File: config.mk
export PLATFORM = sky130hd
export DESIGN_NAME = ppu_event_sched
export DESIGN_NICKNAME = d
export VERILOG_FILES = /design/src/rtl/ppu_event_sched.sv
export SDC_FILE = /design/constraint.sdc
export NUM_CORES = 1
export LEC_CHECK = 0
export CAP_MARGIN = 20
export CORE_UTILIZATION = 45
export CTS_CLUSTER_SIZE = 28
export DETAILED_ROUTE_END_ITERATION = 7
export PLACE_DENSITY_LB_ADDON = 0.2
export SYNTH_ARGS = -nofsm -noshare
export SYNTH_HDL_FRONTEND = slang
export SYNTH_SLANG_ARGS = --single-unit
File: constraint.sdc
create_clock -name clock -period 9 [get_ports clock]
set_clock_uncertainty 0.1 [all_clocks]
set_input_delay 1.8 -clock clock [delete_from_list [all_inputs] [get_ports clock]]
set_output_delay 1.8 -clock clock [all_outputs]
set_load 0.02 [all_outputs]
File: src/rtl/ppu_event_sched.sv
// ppu_event_sched
//
// Collects PPU timing edges (blanking / sync / burst) from eight edge
// detectors into per-source pending slots. Each slot keeps the timestamp of
// its oldest outstanding event. A round-robin arbiter drains the slots into a
// single registered valid/ready record stream, one record per cycle. Events
// that arrive while their slot is still occupied are dropped. The dropped
// event is flagged on that slot's next record and counted in a saturating
// global counter.
//
// Ports
//   clock            system clock
//   reset            synchronous, active-high reset
//   enable_i[7:0]    per-source capture enable
//   event_i[7:0]     single-cycle edge pulses
//                    0 vblank rise, 1 vblank fall, 2 hblank rise,
//                    3 hblank fall, 4 csync_n rise, 5 csync_n fall,
//                    6 burst_n rise, 7 burst_n fall
//   flush_i          discard pending slots, output record and overrun count
//   out_valid_o      record available
//   out_ready_i      consumer accepts the record while out_valid_o is high
//   out_source_o     source index of the record
//   out_timestamp_o  timestamp captured when the event arrived
//   out_lost_o       a later event on this source was dropped while the
//                    record waited in its slot
//   pending_o        pending slot flags
//   overrun_count_o  total dropped events, saturating at 255

module ppu_event_sched #(
    parameter int TS_WIDTH = 16
) (
    input  logic                clock,
    input  logic                reset,
    input  logic [7:0]          enable_i,
    input  logic [7:0]          event_i,
    input  logic                flush_i,
    output logic                out_valid_o,
    input  logic                out_ready_i,
    output logic [2:0]          out_source_o,
    output logic [TS_WIDTH-1:0] out_timestamp_o,
    output logic                out_lost_o,
    output logic [7:0]          pending_o,
    output logic [7:0]          overrun_count_o
);

    typedef enum logic {
        ST_EMPTY = 1'b0,
        ST_FULL  = 1'b1
    } state_t;

    state_t              r_state;
    state_t              w_state_nxt;

    logic [TS_WIDTH-1:0] r_ts;
    logic [2:0]          r_ptr;
    logic [7:0]          r_pending;
    logic [7:0]          r_lost;
    logic [TS_WIDTH-1:0] r_ts_cap [8];
    logic [7:0]          r_overrun;

    logic [2:0]          r_out_source;
    logic [TS_WIDTH-1:0] r_out_ts;
    logic                r_out_lost;

    logic [2:0]          w_win;
    logic                w_found;
    logic                w_can_load;
    logic                w_grant;
    logic [7:0]          w_gnt_vec;
    logic [7:0]          w_cap;
    logic [7:0]          w_drop;
    logic [7:0]          w_fresh;

    // Number of set bits in an 8-bit vector.
    function automatic logic [3:0] popcount8(input logic [7:0] v);
        logic [3:0] c;
        c = '0;
        for (int i = 0; i < 8; i++) begin
            c = c + {3'b000, v[i]};
        end
        return c;
    endfunction

    // Saturating add of up to eight drops onto the 8-bit overrun count.
    function automatic logic [7:0] sat_add8(input logic [7:0] a, input logic [3:0] b);
        logic [8:0] s;
        s = {1'b0, a} + {5'b00000, b};
        return s[8] ? 8'hFF : s[7:0];
    endfunction

    // Round-robin scan starting at r_ptr. The index addition is 3 bits wide,
    // so it wraps modulo 8 on its own.
    always_comb begin
        w_win   = '0;
        w_found = 1'b0;
        for (int j = 0; j < 8; j++) begin
            if (!w_found && r_pending[r_ptr + 3'(j)]) begin
                w_found = 1'b1;
                w_win   = r_ptr + 3'(j);
            end
        end
    end

    // The output register can take a new record when it is empty, or when
    // the current record is being accepted in this same cycle.
    assign w_can_load = (r_state == ST_EMPTY) || out_ready_i;
    assign w_grant    = w_found && w_can_load && !flush_i;
    assign w_gnt_vec  = w_grant ? (8'b0000_0001 << w_win) : 8'b0000_0000;

    // A slot being granted this cycle counts as free. A coincident event
    // therefore recaptures that slot fresh and is not counted as a drop.
    assign w_cap   = event_i & enable_i;
    assign w_drop  = w_cap & r_pending & ~w_gnt_vec;
    assign w_fresh = w_cap & ~w_drop;

    always_comb begin
        w_state_nxt = r_state;
        if (flush_i) begin
            w_state_nxt = ST_EMPTY;
        end else if (w_grant) begin
            w_state_nxt = ST_FULL;
        end else if ((r_state == ST_FULL) && out_ready_i) begin
            w_state_nxt = ST_EMPTY;
        end
    end

    always_ff @(posedge clock) begin
        if (reset) begin
            r_state <= ST_EMPTY;
        end else begin
            r_state <= w_state_nxt;
        end
    end

    always_ff @(posedge clock) begin
        if (reset) begin
            r_ts         <= '0;
            r_ptr        <= '0;
            r_pending    <= '0;
            r_lost       <= '0;
            r_overrun    <= '0;
            r_out_source <= '0;
            r_out_ts     <= '0;
            r_out_lost   <= 1'b0;
            for (int i = 0; i < 8; i++) begin
                r_ts_cap[i] <= '0;
            end
        end else begin
            r_ts <= r_ts + TS_WIDTH'(1);
            if (flush_i) begin
                // Flush leaves the timestamp counter and the arbiter
                // pointer running, so fairness carries across a flush.
                r_pending <= '0;
                r_lost    <= '0;
                r_overrun <= '0;
            end else begin
                r_pending <= (r_pending & ~w_gnt_vec) | w_cap;
                r_lost    <= (r_lost & ~w_gnt_vec & ~w_fresh) | w_drop;
                r_overrun <= sat_add8(r_overrun, popcount8(w_drop));
                for (int i = 0; i < 8; i++) begin
                    if (w_fresh[i]) begin
                        r_ts_cap[i] <= r_ts;
                    end
                end
                // The record takes the slot contents from before this edge.
                // A coincident recapture of the same slot is not visible here.
                if (w_grant) begin
                    r_out_source <= w_win;
                    r_out_ts     <= r_ts_cap[w_win];
                    r_out_lost   <= r_lost[w_win];
                    r_ptr        <= w_win + 3'd1;
                end
            end
        end
    end

    assign out_valid_o     = (r_state == ST_FULL);
    assign out_source_o    = r_out_source;
    assign out_timestamp_o = r_out_ts;
    assign out_lost_o      = r_out_lost;
    assign pending_o       = r_pending;
    assign overrun_count_o = r_overrun;

endmodule

[After elaboration in Yosys (flattened, before gate mapping)]
Memory sizes are Yosys's and may differ from the RTL's. A register that Yosys moved wholly into a read port is not among the register bits.
Index checks and enable logic that the tools add are counted.
Word-level totals
  memories kept: 1
  output and inout port bits: 37
  bits in writable memories: 128
  latch bits: 0
  logic and storage cells: 160
  ROM bits: 0
  flip-flop bits (word level): 48
Memories
  r_ts_cap: depth 8, bits a word 16, rd ports 1, clocked after memory_dff 1, write ports 8, RTL line 58  | logic [TS_WIDTH-1:0] r_ts_cap [8];
Operators by class
  div/mod/pow operators: 0
  bitwise logic cells: 22
  equality and inequality tests: 0
  add/subtract/negate cells: 17
  magnitude comparators: 9
  shift-type cells: 1
  multiplexer cells: 80
  $mul: 0
  reductions and logical operators: 22
Operators with widths (number)
  16-bit two-way mux: 8
  8-bit AND: 7
  1-bit two-way mux: 53
  3-bit by 4-bit < comparator with 1-bit output, second input constant: 9
  1-bit binary-select mux with 3-bit select: 9
  3-bit two-way mux: 8
  8-bit inverter: 3
  16-bit by 1-bit adder with 16-bit output, second input constant: 1
  4-bit by 1-bit adder with 4-bit output: 4
  8-bit two-way mux: 2
  8-bit OR: 2
  3-bit adder, second input constant: 4
  1-bit logical AND: 10
  8-bit by 4-bit adder with 9-bit output: 1
  1-bit logical NOT: 8
  1-bit OR: 8
  1-bit by 3-bit << shifter with 8-bit output, first input constant: 1
  3-bit by 1-bit adder with 3-bit output, second input constant: 2
  3-bit by 2-bit adder with 3-bit output, second input constant: 2
  3-bit by 1-bit adder with 4-bit output: 1
  2-bit by 1-bit adder with 3-bit output: 1
  1-bit by 1-bit adder with 2-bit output: 1
  1-bit inverter: 2
  2-bit AND reduction: 1
  other kinds (3): 3

[Longest topological paths before layout]
  depth in word-level cells: 38
  mapped depth: 30
  gate-level depth less buffers: 26

[Worst setup path before layout]
OpenSTA, ideal clock, no wires.
  kind: register to register
  start point: register r_ptr[1]
  end point: register r_overrun[0] (netlist: overrun_count_o[0])
  slack: 1.922 ns
  cell stages (with the launch flop): 29
  arrival time: 6.846 ns
  data required time: 8.768 ns
  path through: dfxtp_1 -> buf_2 -> buf_1 -> inv_1 -> ha_1 -> mux4_2 -> a21oi_2 -> a32o_2 -> o21ai_0 -> o221ai_1 -> nor2_1 -> o21ai_2 -> clkbuf_1 -> ha_1 -> nand2_1 -> o21ai_1 -> nor2_1 -> fa_1 -> inv_1 -> fa_1 -> inv_1 -> fa_1 -> fa_1 -> fa_1 -> a21o_1 -> a21oi_1 -> nor2_1 -> nand3_1 -> a21oi_1
On the way
  longest elaborated chain between the ends: 38
  elaborated cells between the ends (all ways): 68
Ends and longest elaborated chain
  from (decl): RTL line 55  | logic [2:0] r_ptr;
  from (signal assigned): RTL line 171  | r_ptr <= w_win + 3'd1;
  parallel branches: the longest is 26 deep, another holds 3-bit by 1-bit adder with 3-bit output
  8-bit two-way mux *: RTL line 108  | assign w_gnt_vec = w_grant ? (8'b0000_0001 << w_win) : 8'b0000_0000;
  8-bit inverter *: RTL line 113  | assign w_drop = w_cap & r_pending & ~w_gnt_vec;
  8-bit AND *: RTL line 113
  1-bit by 1-bit adder with 2-bit output: RTL line 79  | c = c + {3'b000, v[i]};
  2-bit by 1-bit adder with 3-bit output: RTL line 79
  3-bit by 1-bit adder with 4-bit output: RTL line 79
  4-bit by 1-bit adder with 4-bit output (3 in a row): RTL line 79
  4-bit by 1-bit adder with 4-bit output *: RTL line 79
  8-bit by 4-bit adder with 9-bit output *: RTL line 87  | s = {1'b0, a} + {5'b00000, b};
  8-bit two-way mux *: RTL line 88  | return s[8] ? 8'hFF : s[7:0];
  to (signal assigned): RTL line 159  | r_overrun <= sat_add8(r_overrun, popcount8(w_drop));
  to (decl): RTL line 59  | logic [7:0] r_overrun;
Mark *: on every way between the ends. The select of a mux whose other input is x is not followed.
A chain may end at the register's enable or synchronous reset.

[Worst setup path after layout]
  start point: register r_ptr[0]
  end point: register r_overrun[1] (netlist: overrun_count_o[1])
Same word-level chain as after synthesis.

==> flow_summary.yaml <==
run_status:
  outcome: "completed"
layout:
  synthToLayoutAreaGrowth_pct: 13.1
  diodes: 0
  drive_above_1_share: 0.170
  nets: 888
  instances_no_fill: 1138
  filler_cell_count: 1812
power_and_ir_drop:
  p_leak_uw: 0.00393
  ir_worst_vdd_mv: 0.161
  power.density_mw_per_mm2: 291
placed_design:
  dp_hpwl_mm: 15.8
  io_buffers: 56
  dp_cells: 1106
  place.gp.congestion: 0.852
routing:
  drt_iter0_markers: 455
  routed_via_density: 5.75
  vias: 6549
  drc: 0
  wl_mm: 22.8
  wl_per_cell_um: 20.0
  first_pass_iters: 5
  final_antenna_net_count: 0
synth:
  synthCells: 820
  ys_ff_latch: 192
  yosysWarnings: 0
  synth_edf_count: 128
  synth_area_leader_cell: "edfxtp_1"
  netlist_area_mm2: 0.00964
  async_reset_ff_frac: 0
  synth_cell_types: 74
  yosys-top-cells-area: "edfxtp_1, dfxtp_1, mux2i_1, mux2_2, nor2_1"
  synth_top_area_frac: 0.399
  synth_nets: 858
  synthFlopType: "edfxtp_1"
  synth-seq-area-share: 0.532
  synth.most_common_cell: "edfxtp_1"
  synth_common_cells: "edfxtp_1, nor2_1, dfxtp_1, mux2i_1, nand2_1"
  syn_area_per_cell_um2: 11.8
sta:
  relSlewSlack: 0.313
  holdWs_ns: 0.368
  hold_violations: 0
  tightest_slew_ns: 1.03
  setup_tns_ns: 0
  post-route-min-period_ns: 8.24
  final-max-slew-violation-count: 0
  finalSetupViolations: 0
  clock.fmax_mhz: 121
  rsz0062_at_grt: "no"
  fin_crit_sh: 0.915
worst_setup_path:
  crit_top_cell: "fa_1"
  crit_path_start_kind: "register"
  worst_setup_path_end_kind: "register"
  r2r-end: "overrun_count_o[1]"
  cpMaxStageDelayCell: "dfxtp_1"
  cp_max_fo: 22
  r2r_cells: 26
  cp_slowest_stage_delay_ns: 0.93
  critical_path_arrival_ns: 8.42
  endpoint: "overrun_count_o[1]"
  crit_start: "r_ptr[0]"
  r2r-start: "r_ptr[0]"
  crit_required_ns: 9.19
  r2r_setup_slack_ns: 0.76
  crit_type: "register to register"
clock_network:
  cts_buffer_depth: 2
  clkSlewWorstSetupHoldPaths_ns: 0.07
  post_cts.repair.setup_buffers: 0
  cts-resized-gates: 0
  numCtsBuffers: 17
  clock_sinks: 192
  h-tree-depth: 4
  cts_root_buf: "clkbuf_16"
  cts_tree: "built"
  ctsHoldBuffers: 0
  insertion_delay_ns: 0.44
global_routing:
  grt-busiest-layer: "met2"
  grt_use_total: 0.218
  grtUsageMet3: 0.0426
  grt_max_degree: 51
  grt_first_pass_wirelength_mm: 36.1
  use_met1: 0.299
  grt_overflow_total: 0
  grt_pass1_vias: 6431
  antenna_found_initial: 0
  use_met2: 0.350
floorplanning:
  core_mm2: 0.0210
  dieHeight_um: 148
  dieArea_mm2: 0.0220
  pin_count: 57
  fp.dieW_um: 148
  initial_core_util: 0.458
  row_count: 53
flow_run:
  max-cap-violations: 0
min_path:
  min_path_type: "register to register"
[per-stage QoR]
| step | instance area (um^2) | util | power [uW] | setup WS (ns) |
|---|---|---|---|---|
| global route | 10900 | 0.518 | 3320 | 0.123 |
| CTS | 10900 | 0.518 | 3180 | 0.760 |
| finish | 10900 | 0.518 | 3170 | 0.763 |
| global placement | 10300 | 0.490 | 2400 | 1.03 |
| detailed placement | 10300 | 0.490 | 2430 | 0.788 |
| floorplan | 9640 | - | 2130 | 1.92 |
[layout make-up]
cell class              count  area [um^2]  share of cell area
clock buffers              17          425              0.0390
clock inverters            15          169              0.0155
inverters                  38          144              0.0132
multi-input cells         535         4060               0.372
flip-flops and latches    192         5120               0.470
well taps                 275          344              0.0316
repair buffers             66          636              0.0583
[critical path, delay by kind of cell (launching register included)]
kind,cells,cell delay [ns]
AOI/OAI and AO/OA,9,1.88
adders and majority gates,7,3.32
buffers and inverters,4,0.58
DFF,1,0.93
muxes,1,0.65
and+or+nand+nor,5,0.59
[where the power goes]
group	switching, uW	internal (uW)	total, uW
clock network	358	395	753
registers	76.1	1010	1090
logic	765	558	1320
[per-layer routing]
layer  wire length [um]  up-vias  part of all wire
met1              10500     3276              0.46
li1                   -     3083                 -
met3               1030       22             0.045
met4                269        0             0.012
met2              10900      168              0.48
met5                  0        -                 0
[sequential cells by signal, summed over array words and instances (netlist names), 3 cells and up]
| name | cells |
|---|---|
| out_source_o | 3 |
| out_timestamp_o | 16 |
| overrun_count_o | 8 |
| pending_o | 8 |
| r_lost | 8 |
| r_ptr | 3 |
| r_ts | 16 |
| r_ts_cap | 128 |
[kinds of logic after synthesis]
group                      after synthesis  share of synthesized area
and+or+nand+nor                        242                      0.122
buffers and inverters                   93                     0.0489
muxes                                  116                      0.140
AOI/OAI and AO/OA                      140                      0.113
adders and majority gates               18                     0.0273
xor gates and xnor gates                19                     0.0173
DFF                                    192                      0.532
[worst min path at each step]
| stage | cells past startpoint | end | startpoint |
|---|---|---|---|
| 3_3_place_gp | 1 | r_ts[0] | r_ts[0] |
| 5_1_grt | 1 | r_ts[0] | r_ts[0] |
| 4_1_cts | 1 | r_ts[0] | r_ts[0] |
| 2_1_floorplan | 1 | r_ts[0] | r_ts[0] |
| 3_5_place_dp | 1 | r_ts[0] | r_ts[0] |
| 6_report | 1 | r_ts[0] | r_ts[0] |
[cell usage in the layout (no fill, tap or decap), types with 18 or more instances in the layout]
cell type | Yosys | routed
inv_1 | 35 | 35
o31ai_1 | 18 | 18
o22ai_1 | 20 | 20
mux2_2 | 42 | 42
a21oi_1 | 25 | 25
a211oi_2 | 18 | 18
nand3_1 | 21 | 21
mux2i_1 | 53 | 53
clkdlybuf4s50_1 | 0 | 56
dfxtp_1 | 64 | 64
nor2_1 | 102 | 102
nand2_1 | 53 | 53
nor3_2 | 19 | 19
edfxtp_1 | 128 | 128
No activity file was read; power rests on OpenSTA's default activity.
==> RTL edit: new RTL, same settings <==
The parameter `TS_WIDTH` goes from 16 to 18.
--- a/src/rtl/ppu_event_sched.sv
+++ b/src/rtl/ppu_event_sched.sv
@@ -27,7 +27,7 @@
 //   overrun_count_o  total dropped events, saturating at 255
 
 module ppu_event_sched #(
-    parameter int TS_WIDTH = 16
+    parameter int TS_WIDTH = 18
 ) (
     input  logic                clock,
     input  logic                reset,
Ports: changed (resized out_timestamp_o); port bits go from 57 to 59. No check against the original RTL was run, so the function may have changed too.
==> RTL edit against the unedited design <==
The flow now finishes with violations (design-rule violations); cell area increased by 7.9%; count of clock-buffer cells in the layout increased by 16; sequential cell count increased by 20; total power grew 8.2%; via count up 6.7%; non-clock buffer count up 8; first-iteration DRC count down 8.8%; routed wire length grew 7.7%; worst setup slack improved by 0.20 ns; area after synthesis grew 5.5%; critical path depth shrank 1; utilization is 1.6 points higher.
==> RTL edit: results (changes against the unedited design) <==
Logic synthesis
  – Share of the synthesized area in the top cell type: 42.5% (+2.6 points)
  – Post-synth cell types: 64 (-14%)
  – Compound-Gate Fraction of Synth Area: 7.87% (-3.4 points)
  – Commonest cells in the synthesized netlist: 160 x nor2_1, 144 x edfxtp_1, 110 x nand2_1
  – Top area cells in the synthesized netlist: edfxtp_1 43%, dfxtp_1 13%, nor2_1 5.9%
  – Post-synthesis mux area share: 10.1% (-3.9 points)
  – Synth Area in Adders: 2.83% (+0.10 points)

Detailed routing
  – DRC violations left: 6 (+6)
  – Drt initial violations: 415 (-8.8%)

Clocking
  – Max Root-Sink Buffers: 3 (+1)
  – Inserted Clock Buffers: 23 (+6)
  – Number of levels in the clock H-tree: 1 (-3)
  – Clock latency at the later pin of the worst-skew pair: 0.50 ns (+0.06 ns)

Final layout
  – Flip-flop count of the largest register, all copies and words added: 144 (+13%)
  – Filler cell count in the final layout: 1939 (+7.0%)
  – Net count of the finished layout: 1009 (+14%)
  – Layout cells sized above 1: 10.4% (-6.6 points)

Critical path
  – Depth of the worst register-to-register path: 25 (-3.8%)
  – R2R Path End: overrun_count_o[0]$_SDFF_PP0_
  – Largest stage delay, worst path: 0.79 ns (-0.14 ns)

Run status
  – Run status: complete, but fails checks
  – Violated checks: design-rule violations

Place
  – Placer's final routability congestion estimate: 0.887 (+4.1%)
  – Number of input and output port buffers inserted: 58 (+3.6%)

Timing
  – Min Hold Slack: 0.364 ns (-0.00421 ns)
  – Transition at the pin with the smallest max-transition slack: 1.15 ns (+0.119 ns)

GRT
  – Number of global-route vias before repair: 6857 (+6.6%)
  – Overall Global Routing Usage: 21.4% (-0.37 points)
  – Pin count of the biggest net entering global routing: 76 (+49%)
  – Wire length of the first global-routing pass: 38700 um (+6.9%)

Power
  – Seq pwr share: 33.8% (-0.6 points)
  – Worst IR Drop VDD: 335 uV (+110%)
  – Switching portion of total power: 36.3% (-1.6 points)
==> RTL edit: changes by cell type in the layout (fill, tap and decap cells not counted), sizes merged, moves of 9 or more <==
| cell | before | now |
|---|---|---|
| clkbuf | 17 | 33 |
| nand2 | 53 | 110 |
| o21ai | 18 | 7 |
| and3 | 5 | 21 |
| nor2 | 102 | 170 |
| o31ai | 18 | 1 |
| mux2 | 53 | 24 |
| o22ai | 20 | 0 |
| nor3 | 35 | 5 |
| a311o | 0 | 18 |
| edfxtp | 128 | 144 |
| inv | 44 | 35 |
| nand2b | 7 | 29 |
==> RTL edit: worst max-delay path: cells and delay by family, from the launching register on <==
family,cells,cell delay [ns]
DFF,1,0.79
AOI/OAI and AO/OA,6,1.85
adders and majority gates,7,3.20
buffers and inverters,4,0.38
muxes,2,0.82
and+or+nand+nor,6,0.74
==> RTL edit: routing by layer <==
metal	routed length, um	track usage (%)	share of wire, %
met5	0	0	0
met4	325	4.52	1.3
met3	1200	2.87	4.9
met2	12000	37.3	49
met1	11000	28.4	45
==> RTL edit: cell type report <==
| type | count | area (um2) | area share [%] |
|---|---|---|---|
| repair buffers | 74 | 736 | 6.26 |
| clock buffers | 33 | 613 | 5.21 |
| well taps | 280 | 350 | 2.98 |
| inverters | 35 | 135 | 1.15 |
| multi-input cells | 623 | 4140 | 35.2 |
| clock inverters | 9 | 100 | 0.851 |
| flip-flops and latches | 212 | 5690 | 48.3 |
==> RTL edit: per-stage QoR <==
step,cells,cell area [um2]
6_report,1266,11800
5_1_grt,1266,11800
4_1_cts,1265,11700
3_5_place_dp,1223,11000
3_3_place_gp,1222,11000
2_1_floorplan,921,10200
